$ cat config.mk
export PLATFORM = sky130hd
export DESIGN_NAME = s2p_rx
export DESIGN_NICKNAME = d
export VERILOG_FILES = /design/src/rtl/s2p_rx.sv
export SDC_FILE = /design/constraint.sdc
export NUM_CORES = 1
export LEC_CHECK = 0
export BUFFER_PORTS_ARGS = -buffer_cell sky130_fd_sc_hd__buf_2
export CELL_PAD_IN_SITES_DETAIL_PLACEMENT = 0
export CELL_PAD_IN_SITES_GLOBAL_PLACEMENT = 1
export CORE_MARGIN = 2
export CORE_UTILIZATION = 44
export DETAILED_ROUTE_END_ITERATION = 7
export GPL_ROUTABILITY_DRIVEN = 0
export HOLD_SLACK_MARGIN = 0.02
export PLACE_DENSITY_LB_ADDON = 0.25
export SLEW_MARGIN = 20
export SYNTH_ARGS = -nofsm -noshare
export SYNTH_HDL_FRONTEND = slang
export SYNTH_SLANG_ARGS = --single-unit
$ cat constraint.sdc
create_clock -name clk -period 2.2 [get_ports clk]
set_input_delay 0.44 -clock clk [delete_from_list [all_inputs] [get_ports clk]]
set_output_delay 0.44 -clock clk [all_outputs]
set_load 0.1 [all_outputs]
$ cat src/rtl/s2p_rx.sv
// s2p_rx: synchronized serial-to-parallel receiver with a valid/ready output.
// Ports: clk, rst (sync, active-high); s_clk/s_clrn/sin/s_en serial pins;
//   PData/valid/ready word handoff; frame_err pulse; overrun sticky flag.
// Optional: define S2P_OVERRUN_EN to build overrun tracking (else tied 0).
module s2p_rx #(
    parameter int DATA_BITS       = 32,
    parameter int DATA_COUNT_BITS = 5,
    parameter int DIR             = 0,
    parameter int SYNC_STAGES     = 2
) (
    input  logic                 clk,
    input  logic                 rst,
    input  logic                 s_clk,
    input  logic                 s_clrn,
    input  logic                 sin,
    input  logic                 s_en,
    output logic [DATA_BITS-1:0] PData,
    output logic                 valid,
    input  logic                 ready,
    output logic                 frame_err,
    output logic                 overrun
);

    localparam logic [1:0] IDLE     = 2'd0;
    localparam logic [1:0] RECV     = 2'd1;
    localparam logic [1:0] WAIT_END = 2'd2;

    localparam logic [DATA_COUNT_BITS:0] LAST_BIT =
        (DATA_COUNT_BITS+1)'(DATA_BITS-1);

    // Synchronizer lane order {s_clrn, s_en, sin, s_clk}; idle pin levels.
    localparam logic [3:0] SYNC_RST = 4'b1100;

    logic [3:0]               sync_q [SYNC_STAGES];
    logic                     clk_s, sin_s, en_s, clrn_s;
    logic                     clk_d;
    logic                     rise;
    logic                     load;
    logic [1:0]               state;
    logic [DATA_COUNT_BITS:0] bit_cnt;
    logic [DATA_BITS-1:0]     shift_reg;
    logic [DATA_BITS-1:0]     shift_nxt;

    always_ff @(posedge clk) begin
        if (rst) begin
            for (int i = 0; i < SYNC_STAGES; i++)
                sync_q[i] <= SYNC_RST;
            clk_d <= 1'b0;
        end else begin
            sync_q[0] <= {s_clrn, s_en, sin, s_clk};
            for (int i = 1; i < SYNC_STAGES; i++)
                sync_q[i] <= sync_q[i-1];
            clk_d <= clk_s;
        end
    end

    assign {clrn_s, en_s, sin_s, clk_s} = sync_q[SYNC_STAGES-1];

    // A clear in the same cycle swallows the rise.
    assign rise = clk_s & ~clk_d & clrn_s;

    assign shift_nxt = (DIR == 0)
        ? {shift_reg[DATA_BITS-2:0], sin_s}
        : {sin_s, shift_reg[DATA_BITS-1:1]};

    assign load = (state == RECV) && rise && (bit_cnt == LAST_BIT);

    always_ff @(posedge clk) begin
        if (rst) begin
            state     <= IDLE;
            bit_cnt   <= '0;
            shift_reg <= '0;
            frame_err <= 1'b0;
        end else begin
            frame_err <= 1'b0;
            case (state)
                IDLE: begin
                    if (!en_s) begin
                        state     <= RECV;
                        bit_cnt   <= '0;
                        shift_reg <= '0;
                    end
                end
                RECV: begin
                    if (rise && bit_cnt == LAST_BIT) begin
                        // Final bit wins over a same-cycle s_en release.
                        state     <= en_s ? IDLE : WAIT_END;
                        shift_reg <= shift_nxt;
                        bit_cnt   <= bit_cnt + 1'b1;
                    end else if (en_s) begin
                        state     <= IDLE;
                        frame_err <= 1'b1;
                        bit_cnt   <= '0;
                        shift_reg <= '0;
                    end else if (rise) begin
                        shift_reg <= shift_nxt;
                        bit_cnt   <= bit_cnt + 1'b1;
                    end
                end
                WAIT_END: begin
                    // Trailing s_clk toggles are ignored here.
                    if (en_s)
                        state <= IDLE;
                end
                default: state <= IDLE;
            endcase
            if (!clrn_s) begin
                bit_cnt   <= '0;
                shift_reg <= '0;
            end
        end
    end

    always_ff @(posedge clk) begin
        if (rst) begin
            PData <= '0;
            valid <= 1'b0;
        end else if (load) begin
            PData <= shift_nxt;
            valid <= 1'b1;
        end else if (valid && ready) begin
            valid <= 1'b0;
        end
    end

`ifdef S2P_OVERRUN_EN
    always_ff @(posedge clk) begin
        if (rst)
            overrun <= 1'b0;
        else if (valid && ready)
            overrun <= 1'b0;
        else if (load && valid)
            overrun <= 1'b1;
    end
`else
    assign overrun = 1'b0;
`endif

endmodule

==> results_dict.tcl <==
set metrics [dict create \
    max_slew.worst_pin.slew_ns 0.683 \
    maximum_fanout_encountered_on_the_critical_timing_path 33 \
    setup_repair_after_global_routing_missed_its_margin "false" \
    antenna-diode-count 0 \
    post_synth_inst_count 284 \
    io_buffer_count 40 \
    boundaryPins 42 \
    cpLargestDelayFamily "simple AND/OR/NAND/NOR gates" \
    vias_per_cell 4.98 \
    worstHoldPathType "in -> reg" \
    maxClockFrequency_mhz 494 \
    grt_remaining_overflow 0 \
    drt-initial-drc-count 76 \
    tritoncts_clock_tree "done" \
    total_nets_after_synthesis 292 \
    tritoncts_num_sinks 82 \
    core_area_sq_mm 0.00679 \
    worst_case_clock_skew_ns 0.00886 \
    worst-endpoint-arrival_ns 2.23 \
    rows 30 \
    hold-worst-slack_ns 0.278 \
    cts-htree-levels 3 \
    cts_hold_buffers 0 \
    drt-pass1-iter-count 4 \
    fp.dieArea_sq_mm 0.00767 \
    power_density_mw_per_mm2 751 \
    worstReg2RegStart "bit_cnt[1]" \
    synth.top_cells.by_area "dfxtp_1 (53%), a22o_1 (9.1%), a21oi_2 (8.3%), nand2_2 (5.9%), nand2_1 (4.3%)" \
    hold_viol 0 \
    initial_core_util_pct 45.2 \
    ctsResizeCount 0 \
    regArea_sq_mm 0.00164 \
    cp.buffers_inverters 0 \
    num-fill-cells 632 \
    finalMaxSlewViolations 0 \
    total_length_of_routed_wires_mm 5.48 \
    first_global_vias 1904 \
    hpwl_mm 3.52 \
    place.detailed.instances 408 \
    die_height_microns 87.6 \
    total_leakage_power_nw 1.29 \
    run_status "completed" \
    vdd_ir_drop_max_mv 0.421 \
    share_comb_of_total_power_pct 3.2 \
    synth_cell_types 41 \
    synth.top_cell.area_share_pct 53.4 \
    share_of_cells_above_drive_strength_1_pct 42.2 \
    power_switching_share_pct 22.0 \
    post_cts_buffers 0 \
    ant_nets 0 \
    cts_buffers 9 \
    synth.ff_latch_count 82 \
    min_period_ns 2.02 \
    period_share_pct 92.0 \
    clockPowerShare_pct 40.1 \
    required_ns 2.41 \
    grt_antenna_before_repair 0 \
    crit_path_max_incr_delay_ns 0.82 \
    critPathLaunch "bit_cnt[1]" \
    grt_first_pass_wirelength_mm 8.94 \
    number_of_maximum_capacitance_constraint_violations 0 \
    postLayoutCoreUtil_pct 51.8 \
    worstSetupStartpointType "flop" \
    wl_per_cell_microns 12.9 \
    synth-main-ff-cell "dfxtp_1" \
    reg2reg_setup_slack_ns 0.18 \
    drc 0 \
    design.final.nets 331 \
    syn_to_final_growth_pct 14.5 \
    final_cell_count_no_fill 423 \
    cts.reportedPaths.clkPinSlew_ns 0.07 \
    critical_path.endpoint_type "flop" \
    postSynth.asyncResetShare_pct 0 \
    cts_root_buffer_type "clkbuf_8" \
    die_w_microns 87.6 \
    fin_tns_setup_ns 0 \
    timing_worst_setup_path_type "reg -> reg" \
    seq_power_share_pct 56.7 \
    synth_sequential_area_ratio_pct 53.4 \
    holdCritStartpoint "s_en" \
    worst_slew_slack_as_a_fraction_of_its_limit_pct 54.4 \
    netlist.top_cell.by_area "dfxtp_1" \
    multiInputGateArea_sq_mm 0.00130 \
    insertion_delay_ns 0.35 \
    ys.warnings.count 0 \
    grt_start_max_net_pins 46 \
    critPathSlowestCell "or4_4" \
    vias 2105 \
    final_setup_vio_count 0 \
    post_synth.cell_area_avg_sq_um 10.8 \
    worstPathCellList "ha_1, nand4_2, or4_4, nand2_2, a21oi_2" \
    gr-usage-all-layers_pct 15.2 \
    synth_edf_count 0 \
    largest_register_ff_count 32 \
    power_switching_mw 0.582 \
    internal_power_mw 2.06 \
    cts_max_path_buffers 2 \
    netlist_area_sq_mm 0.00307 \
]
[metrics by stage]
step                power [mW]  worst slack (ns)  area (sq um)
CTS                       2.68             0.144          3520
detailed placement        1.62             0.169          3330
global placement          1.62             0.187          3330
global route              2.75            0.0418          3520
finish                    2.64             0.176          3520
floorplan                 1.60             0.426          3070
[layout by cell type (no fill, tap or decap), types with 3 or more instances in the layout]
cell type  synthesis  layout
a22o_1            32      32
buf_2             10      40
nand2_1           35      35
clkbuf_8           0      10
xnor2_1            3       3
or2_2              5       5
o21ai_0            3       3
a21oi_2           29      29
dfxtp_1           82      82
nor3_1             5       5
nor2b_1            5       5
a21oi_1            5       5
buf_4              1       8
nand2_2           29      29
[area by class of cell]
class / count / area share, %
clock buffer: 10 / 3.91
tap: 96 / 3.41
timing repair buffer: 48 / 7.39
inverter: 2 / 0.213
clock inverter: 5 / 1.56
multi-input combinational: 180 / 36.9
sequential: 82 / 46.6
[cells in the mapped netlist, types with 2 or more instances]
master     n
nand2_1   35
nor2b_1    5
nand3_1    2
nor3_1     5
dfxtp_1   82
nand2b_1   2
a21oi_1    5
a22o_1    32
buf_6      5
a211oi_1   2
inv_1      2
o21ai_0    3
clkbuf_1   4
or2_2      5
nor2_1     2
buf_2     10
nand2_2   29
xnor2_1    3
a21oi_2   29
[metal layers]
layer  wire length (microns)  up-vias  share of wire, %  GRT usage (%)
li1                        -     1062                 -              -
met1                    2650      989                48           18.7
met2                    2510       44                46           24.2
met3                     232       10               4.2           5.18
met4                      90        0               1.6           6.85
met5                       0        -                 0              0
[logic make-up (layout without fill, tap and decap cells)]
group                      count (synthesis)  in the layout  synth area share (%)
and+or+nand+nor                           96             96                  18.8
DFF                                       82             82                  53.4
AOI/OAI and AO/OA                         79             79                  22.0
buffers and inverters                     22             65                  4.44
xor gates and xnor gates                   3              3                 0.855
adders and majority gates                  1              1                 0.407
other                                      1              1                 0.122
[path summary, 6_finish.rpt]
path                        to  cells past startpoint
setup / recovery      PData[7]                      5
hold / removal    sync_q[0][2]                      2
setup reg to reg      PData[7]                      5
hold reg to reg   sync_q[0][6]                      1
[power by group through the flow]
stage | clock [mW] | sequential (mW) | combinational, mW
floorplan | 0 | 1.53 | 0.0632
global route | 1.15 | 1.50 | 0.0942
global placement | 0 | 1.53 | 0.0850
finish | 1.06 | 1.50 | 0.0858
CTS | 1.09 | 1.50 | 0.0866
detailed placement | 0 | 1.53 | 0.0857
Power figures use the tool's default switching activity.
